### src/rtl/instr_fetch_ctrl.sv
// instr_fetch_ctrl: word fetch engine feeding the realign buffer.
// Credit-limited requests, response FIFO, redirect with in-flight discard.
//
// Ports
//   clk, rst             clock, synchronous active-high reset
//   fetch_en_i           allow new memory requests
//   branch_i             one-cycle redirect strobe
//   branch_addr_i        redirect target (halfword aligned)
//   imem_req_o           registered memory request
//   imem_addr_o          registered word-aligned request address
//   imem_gnt_i           request accepted this cycle
//   imem_rvalid_i        in-order response valid
//   imem_rdata_i         response data
//   rb_write_en_o        write strobe to realign buffer
//   rb_instr_o           FIFO head word
//   rb_addr_o            FIFO head word address
//   rb_full_i            realign buffer full
//   rb_clear_o           realign buffer clear (branch cycle)
//   rb_read_offset_o     halfword offset applied with clear
//   busy_o               request, response or FIFO data pending
//
// Optional feature macro IFETCH_STATS_EN adds saturating counters
//   stat_stall_cnt_o     cycles with FIFO data blocked by rb_full_i
//   stat_discard_cnt_o   responses dropped after a redirect
module instr_fetch_ctrl #(
    parameter int RISCV_ADDR_WIDTH = 32,
    parameter int RISCV_WORD_WIDTH = 32,
    parameter int FIFO_DEPTH       = 2,
    parameter int MAX_OUTSTANDING  = 2,
    parameter logic [RISCV_ADDR_WIDTH-1:0] BOOT_ADDR = '0
) (
    input  logic                        clk,
    input  logic                        rst,
    input  logic                        fetch_en_i,
    input  logic                        branch_i,
    input  logic [RISCV_ADDR_WIDTH-1:0] branch_addr_i,
    output logic                        imem_req_o,
    output logic [RISCV_ADDR_WIDTH-1:0] imem_addr_o,
    input  logic                        imem_gnt_i,
    input  logic                        imem_rvalid_i,
    input  logic [RISCV_WORD_WIDTH-1:0] imem_rdata_i,
    output logic                        rb_write_en_o,
    output logic [RISCV_WORD_WIDTH-1:0] rb_instr_o,
    output logic [RISCV_ADDR_WIDTH-1:0] rb_addr_o,
    input  logic                        rb_full_i,
    output logic                        rb_clear_o,
    output logic                        rb_read_offset_o,
    output logic                        busy_o
`ifdef IFETCH_STATS_EN
    ,
    output logic [31:0]                 stat_stall_cnt_o,
    output logic [31:0]                 stat_discard_cnt_o
`endif
);

    localparam int AW = RISCV_ADDR_WIDTH;
    localparam int WW = RISCV_WORD_WIDTH;
    localparam int PW = $clog2(FIFO_DEPTH);
    localparam int CW = $clog2(FIFO_DEPTH) + 3;
    localparam logic [AW-1:0] BOOT_ALIGNED = {BOOT_ADDR[AW-1:2], 2'b00};

    logic [CW-1:0] outstanding;
    logic [CW-1:0] discard;
    logic [CW-1:0] fifo_cnt;
    logic [PW-1:0] wptr;
    logic [PW-1:0] rptr;
    logic [AW-1:0] fetch_addr;
    logic [AW-1:0] resp_addr;
    // pending request was issued before the last redirect
    logic          stale;

    logic [WW-1:0] fifo_data [FIFO_DEPTH];
    logic [AW-1:0] fifo_addr [FIFO_DEPTH];

    logic          gnt;
    logic          push;
    logic          pop;
    logic          drop_q;
    logic          launch;
    logic [CW-1:0] out_nxt;
    logic [CW-1:0] cnt_nxt;
    logic [AW-1:0] fetch_inc;
    logic [AW-1:0] next_req_addr;
    logic [AW-1:0] br_target;
    logic          unused_addr0;

    assign unused_addr0 = branch_addr_i[0];

    assign gnt       = imem_req_o & imem_gnt_i;
    assign drop_q    = imem_rvalid_i & (discard != '0);
    assign push      = imem_rvalid_i & ~branch_i & (discard == '0);
    assign pop       = rb_write_en_o;
    assign br_target = {branch_addr_i[AW-1:2], 2'b00};
    assign fetch_inc = fetch_addr + AW'(4);

    // every rvalid retires an outstanding slot, dropped or not
    assign out_nxt = outstanding + CW'(gnt) - CW'(imem_rvalid_i);
    assign cnt_nxt = branch_i ? '0
                   : fifo_cnt + CW'(push) - CW'(pop);

    // credits are judged on next-state counts so a request can be
    // issued in the grant cycle of the previous one
    assign launch = fetch_en_i & ~branch_i
                  & ~(imem_req_o & ~gnt)
                  & (out_nxt < CW'(MAX_OUTSTANDING))
                  & ((out_nxt + cnt_nxt) < CW'(FIFO_DEPTH));

    // a stale grant must not advance the post-redirect address
    assign next_req_addr = (gnt & ~stale) ? fetch_inc : fetch_addr;

    assign rb_write_en_o    = (fifo_cnt != '0) & ~rb_full_i
                            & ~branch_i & ~rst;
    assign rb_instr_o       = fifo_data[rptr];
    assign rb_addr_o        = fifo_addr[rptr];
    assign rb_clear_o       = branch_i & ~rst;
    assign rb_read_offset_o = branch_addr_i[1] & branch_i & ~rst;

    assign busy_o = imem_req_o | (outstanding != '0)
                  | (fifo_cnt != '0);

    always_ff @(posedge clk) begin
        if (rst) begin
            imem_req_o  <= 1'b0;
            imem_addr_o <= BOOT_ALIGNED;
            fetch_addr  <= BOOT_ALIGNED;
            resp_addr   <= BOOT_ALIGNED;
            outstanding <= '0;
            discard     <= '0;
            stale       <= 1'b0;
            fifo_cnt    <= '0;
            wptr        <= '0;
            rptr        <= '0;
        end else begin
            outstanding <= out_nxt;
            fifo_cnt    <= cnt_nxt;

            if (launch) begin
                imem_req_o  <= 1'b1;
                imem_addr_o <= next_req_addr;
            end else if (gnt) begin
                imem_req_o  <= 1'b0;
            end

            if (branch_i) begin
                fetch_addr <= br_target;
                resp_addr  <= br_target;
                // recomputed, not accumulated: everything in flight
                discard    <= out_nxt + CW'(imem_req_o & ~gnt);
                stale      <= imem_req_o & ~gnt;
                wptr       <= '0;
                rptr       <= '0;
            end else begin
                if (gnt & ~stale) begin
                    fetch_addr <= fetch_inc;
                end
                if (gnt) begin
                    stale <= 1'b0;
                end
                if (drop_q) begin
                    discard <= discard - CW'(1);
                end
                if (push) begin
                    wptr      <= wptr + PW'(1);
                    resp_addr <= resp_addr + AW'(4);
                end
                if (pop) begin
                    rptr <= rptr + PW'(1);
                end
            end
        end
    end

    always_ff @(posedge clk) begin
        if (push) begin
            fifo_data[wptr] <= imem_rdata_i;
            fifo_addr[wptr] <= resp_addr;
        end
    end

    a_no_overflow : assert property (
        @(posedge clk) disable iff (rst)
        !(push && !pop && fifo_cnt == CW'(FIFO_DEPTH))
    );

`ifdef IFETCH_STATS_EN
    always_ff @(posedge clk) begin
        if (rst) begin
            stat_stall_cnt_o   <= '0;
            stat_discard_cnt_o <= '0;
        end else begin
            if ((fifo_cnt != '0) && rb_full_i
                && (stat_stall_cnt_o != '1)) begin
                stat_stall_cnt_o <= stat_stall_cnt_o + 32'd1;
            end
            if (imem_rvalid_i && (branch_i || discard != '0)
                && (stat_discard_cnt_o != '1)) begin
                stat_discard_cnt_o <= stat_discard_cnt_o + 32'd1;
            end
        end
    end
`endif

endmodule
### config.mk
export PLATFORM = sky130hd
export DESIGN_NAME = instr_fetch_ctrl
export DESIGN_NICKNAME = d
export VERILOG_FILES = /design/src/rtl/instr_fetch_ctrl.sv
export SDC_FILE = /design/constraint.sdc
export NUM_CORES = 1
export LEC_CHECK = 0
export BUFFER_PORTS_ARGS = -buffer_cell sky130_fd_sc_hd__buf_4
export CORE_ASPECT_RATIO = 1.5
export CORE_UTILIZATION = 46
export DETAILED_ROUTE_END_ITERATION = 12
export MAX_ROUTING_LAYER = met4
export PLACE_DENSITY = 0.78
export SYNTH_ARGS = -nofsm -noshare
export SYNTH_HDL_FRONTEND = slang
export SYNTH_SLANG_ARGS = --single-unit
### constraint.sdc
create_clock -name clk -period 7.5 [get_ports clk]
set_input_delay 1.5 -clock clk [delete_from_list [all_inputs] [get_ports clk]]
set_output_delay 1.5 -clock clk [all_outputs]
set_load 0.02 [all_outputs]
==> run metrics <==
status=completed; diode count=0; Distinct cells, synth=49; Root Driver=clkbuf_16; fmax=188.8 MHz; Worst slew margin=41.26%; CP bufs+invs=5; Rows=64; antenna viol nets, final=0; Die X=120.9 um; RSZ-0062 raised after global routing=false; vias in the first global route=6622; Compound-Gate Fraction of Synth Area=11.22%; CTS sink count=231; syn_area_per_cell=12.53 um^2; Yosys reg bits=231; M2 GR Usage=33.35%; area share of fa/ha/maj cells after synthesis=2.923%; cell count after synthesis=779; drt initial violations=340; drt wl/cell=17.06 um; Nets=1029; hpwl dp=14030 um; total CTS buffers=22; largest stage delay on the critical path=0.57 ns; routability cong.=0.8107; share of flip-flops with an asynchronous set or reset=0%; R2R Setup Slk=2.85 ns; CP endpoint=imem_addr_o[21]; total core area=20580 um^2; sw power=738.5 uW; launch point of the worst path=rst; FILL cells=1692; CTS tree=built; final setup fails=0; Bufs on Longest Clock Path=3; post-layout instance area=12030 um^2; Setup TNS Final=0 ns; HP Class=reg -> reg; top_reg_cell synth=edfxtp_1; clk_lat worst skew=0.50 ns; critical path depth=17; CP delay by family, top=adder cells; clock power share=38.8%; min cycle time layout=5.298 ns; number of flops mapped to enable cells by yosys=124; Startpoint Class=input pin; die extent in y=180.4 um; Post-CTS Hold Buffers=0; highest net fanout along the worst path=41; internal power=2310 uW; Data required, critical path=7.86 ns; initial antenna violation count=0; Setup WS pre-CTS=1.705 ns; met1 Use GR=22.61%; post-synthesis sequential area ratio=60.10%; GRT overflow=0; share of power burned in registers=47.9%; Post-Layout Cell Count=1217; first-pass GRT wire length=32980 um; Reg2Reg Capture Point=imem_addr_o[21]; Yosys Warn Count=0; multiplexer share of the synthesized area=7.577%; DRT Wirelength=20760 um; largest family of logic cells by synthesized area=compound AO/OA/AOI/OAI gates; reg-to-reg startpoint=discard[0]; busiest layer in global routing=met2; DR DRC count=0; Tcrit/Tclk final=70.64%; WS Path Type=in -> reg; Sw Share=24.22%; PortBufs=166; post-cts sizing count=0; vias per cell=5.399; dpl cell area=11240 um^2; cell area power density=253.4 nW/um^2; layout cells sized above 1=30.64%; Inst Count DP=1177; H-tree Lvls=1; slowest cell on the critical path=fa_1; Critical Path Sink Type=flip-flop; worst slew pin tran=0.8812 ns; largest net degree at the start of global routing=94; worst vdd ir=0.1501 mV; Synth-to-Final Area Change=23.29%; CP cell instances=buf_4 > inv_1 > nand2_1 > nor3_1 > ha_1 > inv_1 > ha_1 > fa_1 > nand2_1 > fa_1 > nand2_1 > nor4_1 > and3_1 > buf_4 > and2_1 > buf_4 > a211oi_1; GRT Util Overall=19.54%; routing usage on met3=2.500%; # IOs=172; cells on worst reg2reg path=18; 1st-pass router iterations=5; setup ws final=2.202 ns; fin. max-slew vios=0; hold slack=0.4820 ns; sequential cell area=5867 um^2; die area=21810 um^2; MaxCap Viol Count=0; Setup Skew=0.009842 ns; Multi-input gate area=3649 um^2; synthesized cell area=9759 um^2; CTS clk-pin slew, worst paths=0.07 ns; Post-CTS Setup Inserts=0; Hold Fails Final Rpt=0; Comb power frac=13.3%; simple logic cell fraction of the synthesized area=9.423%; post-synthesis xor/xnor area fraction=5.923%; initial core utilization=47.42%; Pleak=0.004440 uW; Worst EP arrival=5.66 ns; vias=6570
==> worst reg2reg max path: cells and delay by family (launching register included) <==
family | cells | cell delay [ns]
flip-flops | 1 | 0.31
AND/OR/NAND/NOR | 7 | 1.42
adder cells (fa/ha/maj) | 5 | 1.75
buffers and inverters | 5 | 0.90
AO/OA/AOI/OAI | 1 | 0.15
==> power by group through the flow <==
stage | Sequential [uW] | Combinational [uW] | Clock (uW)
2_1_floorplan | 1490 | 255 | 0
3_3_place_gp | 1480 | 399 | 0
3_5_place_dp | 1490 | 407 | 0
4_1_cts | 1460 | 408 | 1210
5_1_grt | 1470 | 441 | 1260
6_report | 1460 | 406 | 1180
==> cells in the final DEF (no fill, tap or decap), drive strengths merged, types with 2 or more instances in the layout <==
cell | synthesis | final
a211oi | 28 | 28
and4 | 7 | 7
or3 | 5 | 5
nor2b | 3 | 3
o21ai | 11 | 11
xor2 | 34 | 34
nor2 | 40 | 40
nand3 | 23 | 23
bufinv | 0 | 2
nor3 | 8 | 8
a21boi | 46 | 46
inv | 23 | 26
fa | 3 | 3
dfxtp | 107 | 107
or4 | 2 | 2
nor4 | 2 | 2
mux2 | 63 | 63
a41oi | 5 | 5
clkbuf | 31 | 31
nand2 | 35 | 35
o22ai | 3 | 3
and2 | 10 | 10
clkinv | 0 | 3
mux2i | 3 | 3
o21a | 30 | 30
and3 | 11 | 11
a21oi | 31 | 31
ha | 18 | 18
a31oi | 3 | 3
edfxtp | 124 | 124
buf | 12 | 174
conb | 1 | 4
a21o | 2 | 2
xnor2 | 32 | 32
nand4 | 17 | 17
==> logic make-up (layout without fill, tap and decap cells) <==
group,Yosys count,count (layout)
buffers and inverters,66,237
AO/OA/AOI/OAI,160,160
AND/OR/NAND/NOR,168,168
XOR/XNOR,66,66
other,1,4
multiplexers,66,66
adder cells (fa/ha/maj),21,21
flip-flops,231,231
==> cells in the mapped netlist, drive strengths merged, types with 12 or more instances <==
cell type	number	area, um^2
edfxtp	124	3724
dfxtp	107	2142
mux2	63	709.4
a21boi	46	345.3
nor2	40	150.1
nand2	35	131.4
xor2	34	297.8
xnor2	32	280.3
a21oi	31	155.2
clkbuf	31	116.4
o21a	30	225.2
a211oi	28	210.2
inv	23	86.33
nand3	23	127.6
ha	18	225.2
nand4	17	118.9
buf	12	70.07
==> stage by stage <==
step / total power [uW] / util (%)
3_5_place_dp: 1894 / 54.61
2_1_floorplan: 1743 / -
4_1_cts: 3075 / 58.47
3_3_place_gp: 1882 / 54.61
6_report: 3049 / 58.47
5_1_grt: 3168 / 58.47
==> area by class of cell <==
type,instances,area share (%)
clock inverters,9,0.8423
repair buffers,174,10.86
clock buffers,31,5.761
well taps,264,2.745
multi-input cells,485,30.32
inverters,23,0.7175
flip-flops and latches,231,48.76
==> per-layer routing <==
layer	vias up	share of wire [%]	wire length [um]
li1	3161	-	-
met1	3144	40	8254
met2	222	51	10570
met3	43	5.7	1183
met4	0	3.6	752
met5	-	0	0
==> how the worst min path moves through the flow <==
stage | from | endpoint | cells after the start
after detailed placement | resp_addr[31] | fifo_addr[1][31] | 0
after CTS | resp_addr[31] | fifo_addr[1][31] | 0
after global routing | resp_addr[31] | fifo_addr[1][31] | 0
after global placement | resp_addr[31] | fifo_addr[0][31] | 0
final | imem_addr_o[31] | imem_addr_o[31] | 2
after floorplan | resp_addr[31] | fifo_addr[0][31] | 0
==> flip-flops by register name (all words and copies together), names as in the netlist, named ones only <==
signal and count:
discard 4, fetch_addr 30, fifo_addr 60, fifo_cnt 4
fifo_data 64, imem_addr_o 30, imem_req_o 1, outstanding 4
resp_addr 30, rptr 1, stale 1, wptr 1
(Power assumes the default switching activity.)
